$ cat src/rtl/if_fetch_pkg.sv
// Shared types and widths for the instruction-fetch stage.
// Latency: n/a (definitions only).
// Backpressure: n/a.
package if_fetch_pkg;

    localparam int ADDR_LEN = 32;
    localparam int INST_LEN = 32;

    typedef enum logic {
        IF_LOOKUP = 1'b0,
        IF_MISS   = 1'b1
    } if_state_t;

endpackage

$ cat src/rtl/if_icache.sv
// Direct-mapped one-word-per-line icache: combinational read, single write port.
// Latency: read is combinational; a write is visible on the cycle after its edge.
// Backpressure: none; the owner qualifies wr_en.
module if_icache
    import if_fetch_pkg::*;
#(
    parameter int ADDR_W = ADDR_LEN,
    parameter int INST_W = INST_LEN,
    parameter int IDX_W  = 6
) (
    input  logic              clk,
    input  logic              rst,
    input  logic [ADDR_W-1:0] rd_addr,
    output logic              rd_hit,
    output logic [INST_W-1:0] rd_data,
    input  logic              wr_en,
    input  logic [ADDR_W-1:0] wr_addr,
    input  logic [INST_W-1:0] wr_data
);
    localparam int TAG_W = ADDR_W - IDX_W - 2;
    localparam int LINES = 1 << IDX_W;

    logic [LINES-1:0]  valid;
    logic [TAG_W-1:0]  tag_mem  [LINES];
    logic [INST_W-1:0] data_mem [LINES];

    logic [IDX_W-1:0] rd_idx;
    logic [TAG_W-1:0] rd_tag;
    logic [IDX_W-1:0] wr_idx;
    logic [TAG_W-1:0] wr_tag;
    logic             unused_byte_bits;

    assign rd_idx = rd_addr[IDX_W+1:2];
    assign rd_tag = rd_addr[ADDR_W-1:IDX_W+2];
    assign wr_idx = wr_addr[IDX_W+1:2];
    assign wr_tag = wr_addr[ADDR_W-1:IDX_W+2];
    // Fetches are word-granular; byte offset bits never select anything.
    assign unused_byte_bits = ^{rd_addr[1:0], wr_addr[1:0]};

    assign rd_hit  = valid[rd_idx] && (tag_mem[rd_idx] == rd_tag);
    assign rd_data = data_mem[rd_idx];

    always_ff @(posedge clk or negedge rst) begin
        if (!rst) begin
            valid <= '0;
        end else if (wr_en) begin
            valid[wr_idx] <= 1'b1;
        end
    end

    // Tag/data need no reset: they are only observed through a set valid bit.
    always_ff @(posedge clk) begin
        if (wr_en) begin
            tag_mem[wr_idx]  <= wr_tag;
            data_mem[wr_idx] <= wr_data;
        end
    end

endmodule

$ cat src/rtl/if_fetch.sv
// Instruction fetch: owns PC, looks it up in the icache, refills misses over req/ack.
// Latency: hit offered combinationally; miss costs memory latency + 1 cycle.
// Backpressure: if_id_stall holds PC on a hit; rdy=0 freezes all state.
module if_fetch
    import if_fetch_pkg::*;
#(
    parameter int              ADDR_W   = ADDR_LEN,
    parameter int              INST_W   = INST_LEN,
    parameter int              IDX_W    = 6,
    parameter logic [ADDR_W-1:0] RESET_PC = '0
) (
    input  logic              clk,
    input  logic              rst,
    input  logic              rdy,
    input  logic              if_id_stall,
    input  logic              jump_or_not,
    input  logic [ADDR_W-1:0] jump_target,
    output logic [ADDR_W-1:0] if_pc,
    output logic [INST_W-1:0] if_inst,
    output logic              if_stall,
    output logic              mem_req,
    output logic [ADDR_W-1:0] mem_addr,
    input  logic              mem_ack,
    input  logic [INST_W-1:0] mem_data
);
    if_state_t         state;
    logic [ADDR_W-1:0] pc;
    logic [ADDR_W-1:0] miss_addr;
    logic              hit;
    logic [INST_W-1:0] line_data;
    logic              fill_en;

    // The fill always targets the address that missed, even if PC was redirected.
    assign fill_en = rdy && (state == IF_MISS) && mem_ack;

    if_icache #(
        .ADDR_W (ADDR_W),
        .INST_W (INST_W),
        .IDX_W  (IDX_W)
    ) u_icache (
        .clk     (clk),
        .rst     (rst),
        .rd_addr (pc),
        .rd_hit  (hit),
        .rd_data (line_data),
        .wr_en   (fill_en),
        .wr_addr (miss_addr),
        .wr_data (mem_data)
    );

    assign if_pc    = pc;
    assign if_stall = !((state == IF_LOOKUP) && hit);
    assign if_inst  = if_stall ? '0 : line_data;

    always_ff @(posedge clk or negedge rst) begin
        if (!rst) begin
            pc        <= RESET_PC;
            state     <= IF_LOOKUP;
            mem_req   <= 1'b0;
            mem_addr  <= '0;
            miss_addr <= '0;
        end else if (rdy) begin
            case (state)
                IF_LOOKUP: begin
                    if (jump_or_not) begin
                        pc <= jump_target;
                    end else if (hit) begin
                        if (!if_id_stall) begin
                            pc <= pc + ADDR_W'(4);
                        end
                    end else begin
                        miss_addr <= pc;
                        mem_req   <= 1'b1;
                        mem_addr  <= {pc[ADDR_W-1:2], 2'b00};
                        state     <= IF_MISS;
                    end
                end
                IF_MISS: begin
                    // A redirect never aborts the outstanding request.
                    if (jump_or_not) begin
                        pc <= jump_target;
                    end
                    if (mem_ack) begin
                        mem_req <= 1'b0;
                        state   <= IF_LOOKUP;
                    end
                end
                default: state <= IF_LOOKUP;
            endcase
        end
    end

endmodule

$ cat config.mk
export PLATFORM = sky130hd
export DESIGN_NAME = if_fetch
export DESIGN_NICKNAME = d
export VERILOG_FILES = /design/src/rtl/if_fetch_pkg.sv /design/src/rtl/if_icache.sv /design/src/rtl/if_fetch.sv
export SDC_FILE = /design/constraint.sdc
export NUM_CORES = 2
export LEC_CHECK = 0
export ABC_AREA = 1
export BUFFER_PORTS_ARGS = -buffer_cell sky130_fd_sc_hd__buf_2
export CAP_MARGIN = 20
export CELL_PAD_IN_SITES_DETAIL_PLACEMENT = 1
export CELL_PAD_IN_SITES_GLOBAL_PLACEMENT = 1
export CORE_UTILIZATION = 40
export CTS_BUF_LIST = sky130_fd_sc_hd__clkbuf_4 sky130_fd_sc_hd__clkbuf_8
export CTS_CLUSTER_SIZE = 25
export DETAILED_ROUTE_END_ITERATION = 10
export PLACE_DENSITY_LB_ADDON = 0.1
export SYNTH_ARGS = -nofsm -noshare
export SYNTH_HDL_FRONTEND = slang
export SYNTH_SLANG_ARGS = --single-unit
$ cat constraint.sdc
create_clock -name clk -period 4.4 [get_ports clk]
set_input_delay 0.44 -clock clk [delete_from_list [all_inputs] [get_ports clk]]
set_output_delay 0.44 -clock clk [all_outputs]
set_load 0.02 [all_outputs]
After elaboration in Yosys (flattened, before gate mapping)

Memory sizes are Yosys's and may differ from the RTL's.
Cells that the tools add are included.

Bits in registers: 160
RAM bits: 3584
Bits of input ports: 70
Output and inout port bits: 98
Word-level logic and storage cells: 52
Memories kept: 2

$add $sub $neg: 1
$lt $le $gt $ge: 3
Equality and inequality tests: 7
Muxes and demuxes: 20
Bitwise gates (word level): 4
Reduce and logical (&&, ||, !) cells: 9

Memory list:

| name              | depth | width | rd ports | clocked after Yosys merged registers in | write ports | RTL line        | source |
|---|---|---|---|---|---|---|---|
| u_icache.data_mem | 64    | 32    | 1        | 0                                       | 1           | if_icache.sv:25 | `logic [INST_W-1:0] data_mem [LINES];` |
| u_icache.tag_mem  | 64    | 24    | 1        | 0                                       | 1           | if_icache.sv:24 | `logic [TAG_W-1:0] tag_mem [LINES];` |

Operator list:

| cell                    | count |
|---|---|
| $mux W32                | 5 |
| $or A64 B64 Y64         | 1 |
| $pmux W32 S2            | 1 |
| $add A32 B3 Y32 const B | 1 |
| $eq A24 B24 Y1          | 1 |
| $lt A6 B7 Y1 const B    | 2 |
| $reduce_and A4 Y1       | 3 |
| $mux W1                 | 10 |
| $ne A2 B2 Y1 const B    | 4 |
| $bmux W1 S6             | 1 |
| $demux W1 S6            | 1 |
| $ge A6 B1 Y1 const B    | 1 |
| $ne A3 B3 Y1 const B    | 2 |
| $logic_and A1 B1 Y1     | 5 |
| $pmux W1 S2             | 2 |
| $not A1 Y1              | 3 |
| $logic_not A1 Y1        | 1 |

Depth between registers and ports, before layout

Depth in word-level cells: 6
Gate-level depth with buffers: 29
Gate-level depth less buffers: 25

Cells and area by module

From an unflattened synthesis, not the netlist that was laid out.

Cells, all modules: 11905
Area, all modules: 148628.8 um^2

By module, submodules not included:

| module    | instances | cells an instance | area an instance (um^2) | sequential area each (um^2) |
|---|---|---|---|---|
| if_icache | 1         | 11279             | 144453.5                | 109224.8 |
| if_fetch  | 1         | 626               | 4175.3                  | 1651.6 |

Worst setup path before layout

Ideal clock, no wire load.

Path kind: input to register
Start: input port mem_ack
End: memory u_icache.data_mem[11][0] (netlist name) (enable)
Setup time: 470 ps
Arrival: 3534 ps
Data required time: 3930 ps
Path slack: 396 ps
Stages: 7
Path buffers: 1
Cells stage by stage: nand2_1 nor2_1 inv_1 nor2_1 nand2_1 clkbuf_1 nor2_1

Longest elaborated chain between the ends: 3

Ends and longest elaborated chain:

| element                       | RTL line        | source |
|---|---|---|
| start, declared               | if_fetch.sv:23  | `input logic mem_ack,` |
| $logic_and A1 B1 Y1           | if_fetch.sv:34  | `assign fill_en = rdy && (state == IF_MISS) && mem_ack;` |
| $mux W1                       | if_icache.sv:53 | `if (wr_en) begin` |
| $mux W1 (implied by the code) | if_icache.sv:55 | `data_mem[wr_idx] <= wr_data;` |
| end, declared                 | if_icache.sv:25 |  |

No other way between the ends.

Worst setup path after layout

Start: register pc[2], in the netlist if_pc[2]
End: output port if_inst[30]

Longest elaborated chain between the ends: 5
Elaborated cells on any way between the ends: 8
Those cells by class: eq/ne (1); mux (3); reduce/logical (2); memory (2)

Ends and longest elaborated chain:

| element                                        | RTL line        | source |
|---|---|---|
| start, declared                                | if_fetch.sv:27  | `logic [ADDR_W-1:0] pc;` |
| start signal, assigned                         | if_fetch.sv:66  | `pc <= jump_target;` |
| start signal, assigned                         | if_fetch.sv:69  | `pc <= pc + ADDR_W'(4);` |
| start signal, assigned                         | if_fetch.sv:81  | `pc <= jump_target;` |
| $mem_v2 Z64 W24 or $bmux W1 S6 (tied branches) | n/a             |  |
| $eq A24 B24 Y1 or $mux W1 (tied branches)      | if_icache.sv:40 | `assign rd_hit = valid[rd_idx] && (tag_mem[rd_idx] == rd_tag);` |
| $logic_and A1 B1 Y1                            | if_icache.sv:40 |  |
| $logic_and A1 B1 Y1                            | if_fetch.sv:52  | `assign if_stall = !((state == IF_LOOKUP) && hit);` |
| $mux W32 (*)                                   | if_fetch.sv:53  | `assign if_inst = if_stall ? '0 : line_data;` |
| end, declared                                  | if_fetch.sv:19  | `output logic [INST_W-1:0] if_inst,` |

Every way passes the cells marked *; elsewhere a longest branch is shown, timed or not. The select of a mux whose other input is x is not followed.

==> flow_metrics.py <==
metrics = {
    "run_status": {
        "outcome": "complete, but fails checks",
        "violations": "setup timing",
    },
    "grt": {
        "grt_overflow_total": 0,
        "antenna_found_initial": 27,
        "grt_pass1_vias": 110428,
        "grt_usage": 0.307,
        "grt_pass1_wl_mm": 831,
        "grt_max_degree": 154,
    },
    "job": {
        "maxCapViolCount": 0,
    },
    "timing": {
        "whs_ps": 62.3,
        "slew_violations": 0,
        "fin_crit_sh": 1.23,
        "finalClockSkew_ps": 76.9,
        "tightest_slew_ps": 1150,
        "fmax_mhz": 185,
        "rsz0062_at_grt": "true",
        "layout_setup_ws_ps": -1010,
        "setup_viol": 95,
        "finalHoldViolCount": 0,
        "relSlewSlack": 0.232,
        "min_period_ps": 5410,
        "finalSetupTns_ps": -78470,
    },
    "synthesis": {
        "ys_ff_latch": 3712,
        "synth_edf_count": 3584,
        "avgSynthCellArea_um2": 12.3,
        "yosysWarnings": 0,
        "synth_ff_type": "edfxtp_1",
        "synthCells": 12261,
        "synth_area_um2": 150000,
        "ys_seq_area_frac": 0.737,
        "synthArstFlopShare": 0.0345,
        "synthDistinctLibCells": 53,
    },
    "placed_design": {
        "place_ws_ps": -597,
        "dp_hpwl_mm": 315,
        "port_buffers": 165,
        "gp_congestion": 0.812,
    },
    "routing": {
        "viasPerCell": 5.76,
        "wl_per_cell_um": 31.9,
        "first_pass_iters": 5,
        "routed_wl_mm": 595,
        "met2_length_mm": 289,
        "vias": 107458,
        "ant_nets": 0,
        "drc_errors": 0,
        "drtIter0Drc": 10829,
        "met1_length_mm": 243,
        "dr.max_layer_used": "met5",
        "wl_met3_mm": 35.3,
    },
    "finish": {
        "layout_common_cells": "edfxtp_1, nand2_1, a21oi_1",
        "syn_to_final_growth_pct": 19.8,
        "fin_util": 0.483,
        "final_common_cell": "edfxtp_1",
        "layout-drive-gt1-share": 0.173,
        "nNetsFinal": 13252,
    },
    "clock_tree": {
        "cts_tree": "done",
        "cts_buffer_depth": 4,
        "cts_buffers": 644,
        "clk_latency_ps": 1260,
        "cts-root-buf": "clkbuf_8",
        "clkTransAtPathRegs_ps": 70,
        "cts.sinks": 3712,
        "cts-htree-levels": 6,
    },
    "worst_setup_path": {
        "r2r-end": "miss_addr[13]",
        "path_depth": 26,
        "crit_arrival_ps": 4970,
        "r2r_slack_ps": -860,
        "crit_top_cell": "nand2_1",
        "cp-end-kind": "primary output",
        "path_delay_family": "buffers and inverters",
        "crit_path_max_fanout": 10,
        "slowest_delay_ps": 510,
        "reg2reg_from": "if_pc[2]",
        "path_class": "flop to primary output",
        "cp_slowest_cell": "dfrtp_4",
        "crit_buf_inv": 11,
        "cp.required_ps": 3960,
        "reg2reg_depth": 45,
        "critPathLaunchType": "flop",
    },
    "die": {
        "die_x_um": 615,
        "io_pins": 168,
        "start_util": 0.403,
        "core_um2": 373000,
        "dieHeight_um": 615,
        "die-area_um2": 378000,
        "row_count": 224,
    },
    "min_path": {
        "hold_path_end": "u_icache.data_mem[38][25]",
        "holdPathStages": 2,
        "hp-class": "input port to flop",
        "hp-start": "mem_data[25]",
    },
    "power_and_ir_drop": {
        "powerDensity_nw_per_um2": 556,
        "power.leakage_nw": 65.6,
        "vdd_drop_max_uv": 286,
    },
}
## area by class of cell
type                       count  area [µm²]
timing repair buffer        1075       13400
timing repair inverter         4        61.3
multi-input combinational   7242       35200
antenna                       11        27.5
tap                         4972        6220
inverter                     502        1960
clock buffer                 911       11000
sequential                  3712      111000
fill                       38405      193000
clock inverter               229        1350
## cells in the mapped netlist, drive strengths merged (2+ instances only)
master   instances  share of area
a22oi          308          0.015
mux2             2        0.00015
nand3          613          0.021
a221o            5        0.00033
a221oi          36         0.0021
o31ai           14        0.00070
o221ai          72         0.0042
clkbuf         284         0.0071
o211ai         130         0.0065
a211oi          11        0.00082
dfrtp          128          0.021
nor3            20         0.0010
nand4            6        0.00033
inv            502          0.013
nor2          1034          0.026
o21ai          597          0.020
a22o             7        0.00041
nand2         3097          0.077
or2             60         0.0025
a32o            26         0.0017
o22ai           36         0.0015
o311ai         126         0.0073
o2111ai         18         0.0010
buf            522          0.019
a21oi          990          0.033
o211a            3        0.00020
xor2            21         0.0012
edfxtp        3584           0.72
## cell families (layout without fill, tap and decap cells)
logic type / Yosys count / after routing / synth area share
buf+inv: 1308 / 2721 / 0.0382
other cells: 1 / 13 / 0.0000249
simple gates: 4832 / 4832 / 0.128
xor+xnor: 22 / 22 / 0.00128
compound gates: 2383 / 2383 / 0.0953
mux: 2 / 2 / 0.000150
flops: 3712 / 3712 / 0.737
fa+ha+maj: 1 / 1 / 0.0000832
## worst register-to-register path: cells and delay by family (launching register included)
| kind | cells | cell delay (ps) |
|---|---|---|
| buffers and inverters | 26 | 3230 |
| AOI/OAI and AO/OA | 1 | 70 |
| DFF | 1 | 510 |
| and+or+nand+nor | 18 | 1270 |
## registers in the layout (all words and copies together), names as in the netlist
register           flops
u_icache.tag_mem    1536
u_icache.data_mem   2048
if_pc                 32
state                  1
u_icache.valid        64
miss_addr             30
mem_req                1
## report_power, final
group          switching, mW  total, mW  leakage (nW)  internal (mW)
logic                   18.5       27.6          25.2           9.01
clock network           14.8       31.2          6.54           16.4
registers              0.793       41.3          33.9           40.6
total                   34.2        100          65.6           65.9
## timing repair
item	in CTS	in global routing
gates cloned	47	15
setup endpoints to repair	36	95
buffers inserted	73	22
hold buffers	94	0
endpoints found under the hold margin	2013	0
gates resized for setup	348	162
pin swaps	37	21
## through the flow
stage / power, mW / cells / area (µm²)
after floorplan: 54.9 / 12262 / 150000
after global placement: 65.9 / 17242 / 162000
after detailed placement: 66.3 / 17242 / 162000
after CTS: 99.8 / 18594 / 179000
after global routing: 104 / 18650 / 180000
final: 100 / 18658 / 180000
## worst max-delay path by stage
stage                         from                       end  slack, ps
after floorplan            mem_ack  u_icache.data_mem[11][0]        400
after global placement    if_pc[3]                if_inst[6]       -650
after detailed placement  if_pc[3]                if_inst[6]       -600
after CTS                 if_pc[2]                if_inst[6]       -980
after global routing      if_pc[2]               if_inst[30]      -1100
final                     if_pc[2]               if_inst[30]      -1010
## routing by layer
metal,GRT usage,up-vias
met1,0.398,56412
met4,0.129,18
li1,-,45797
met5,0,-
met3,0.0386,1143
met2,0.519,4088
(Power assumes the default switching activity.)
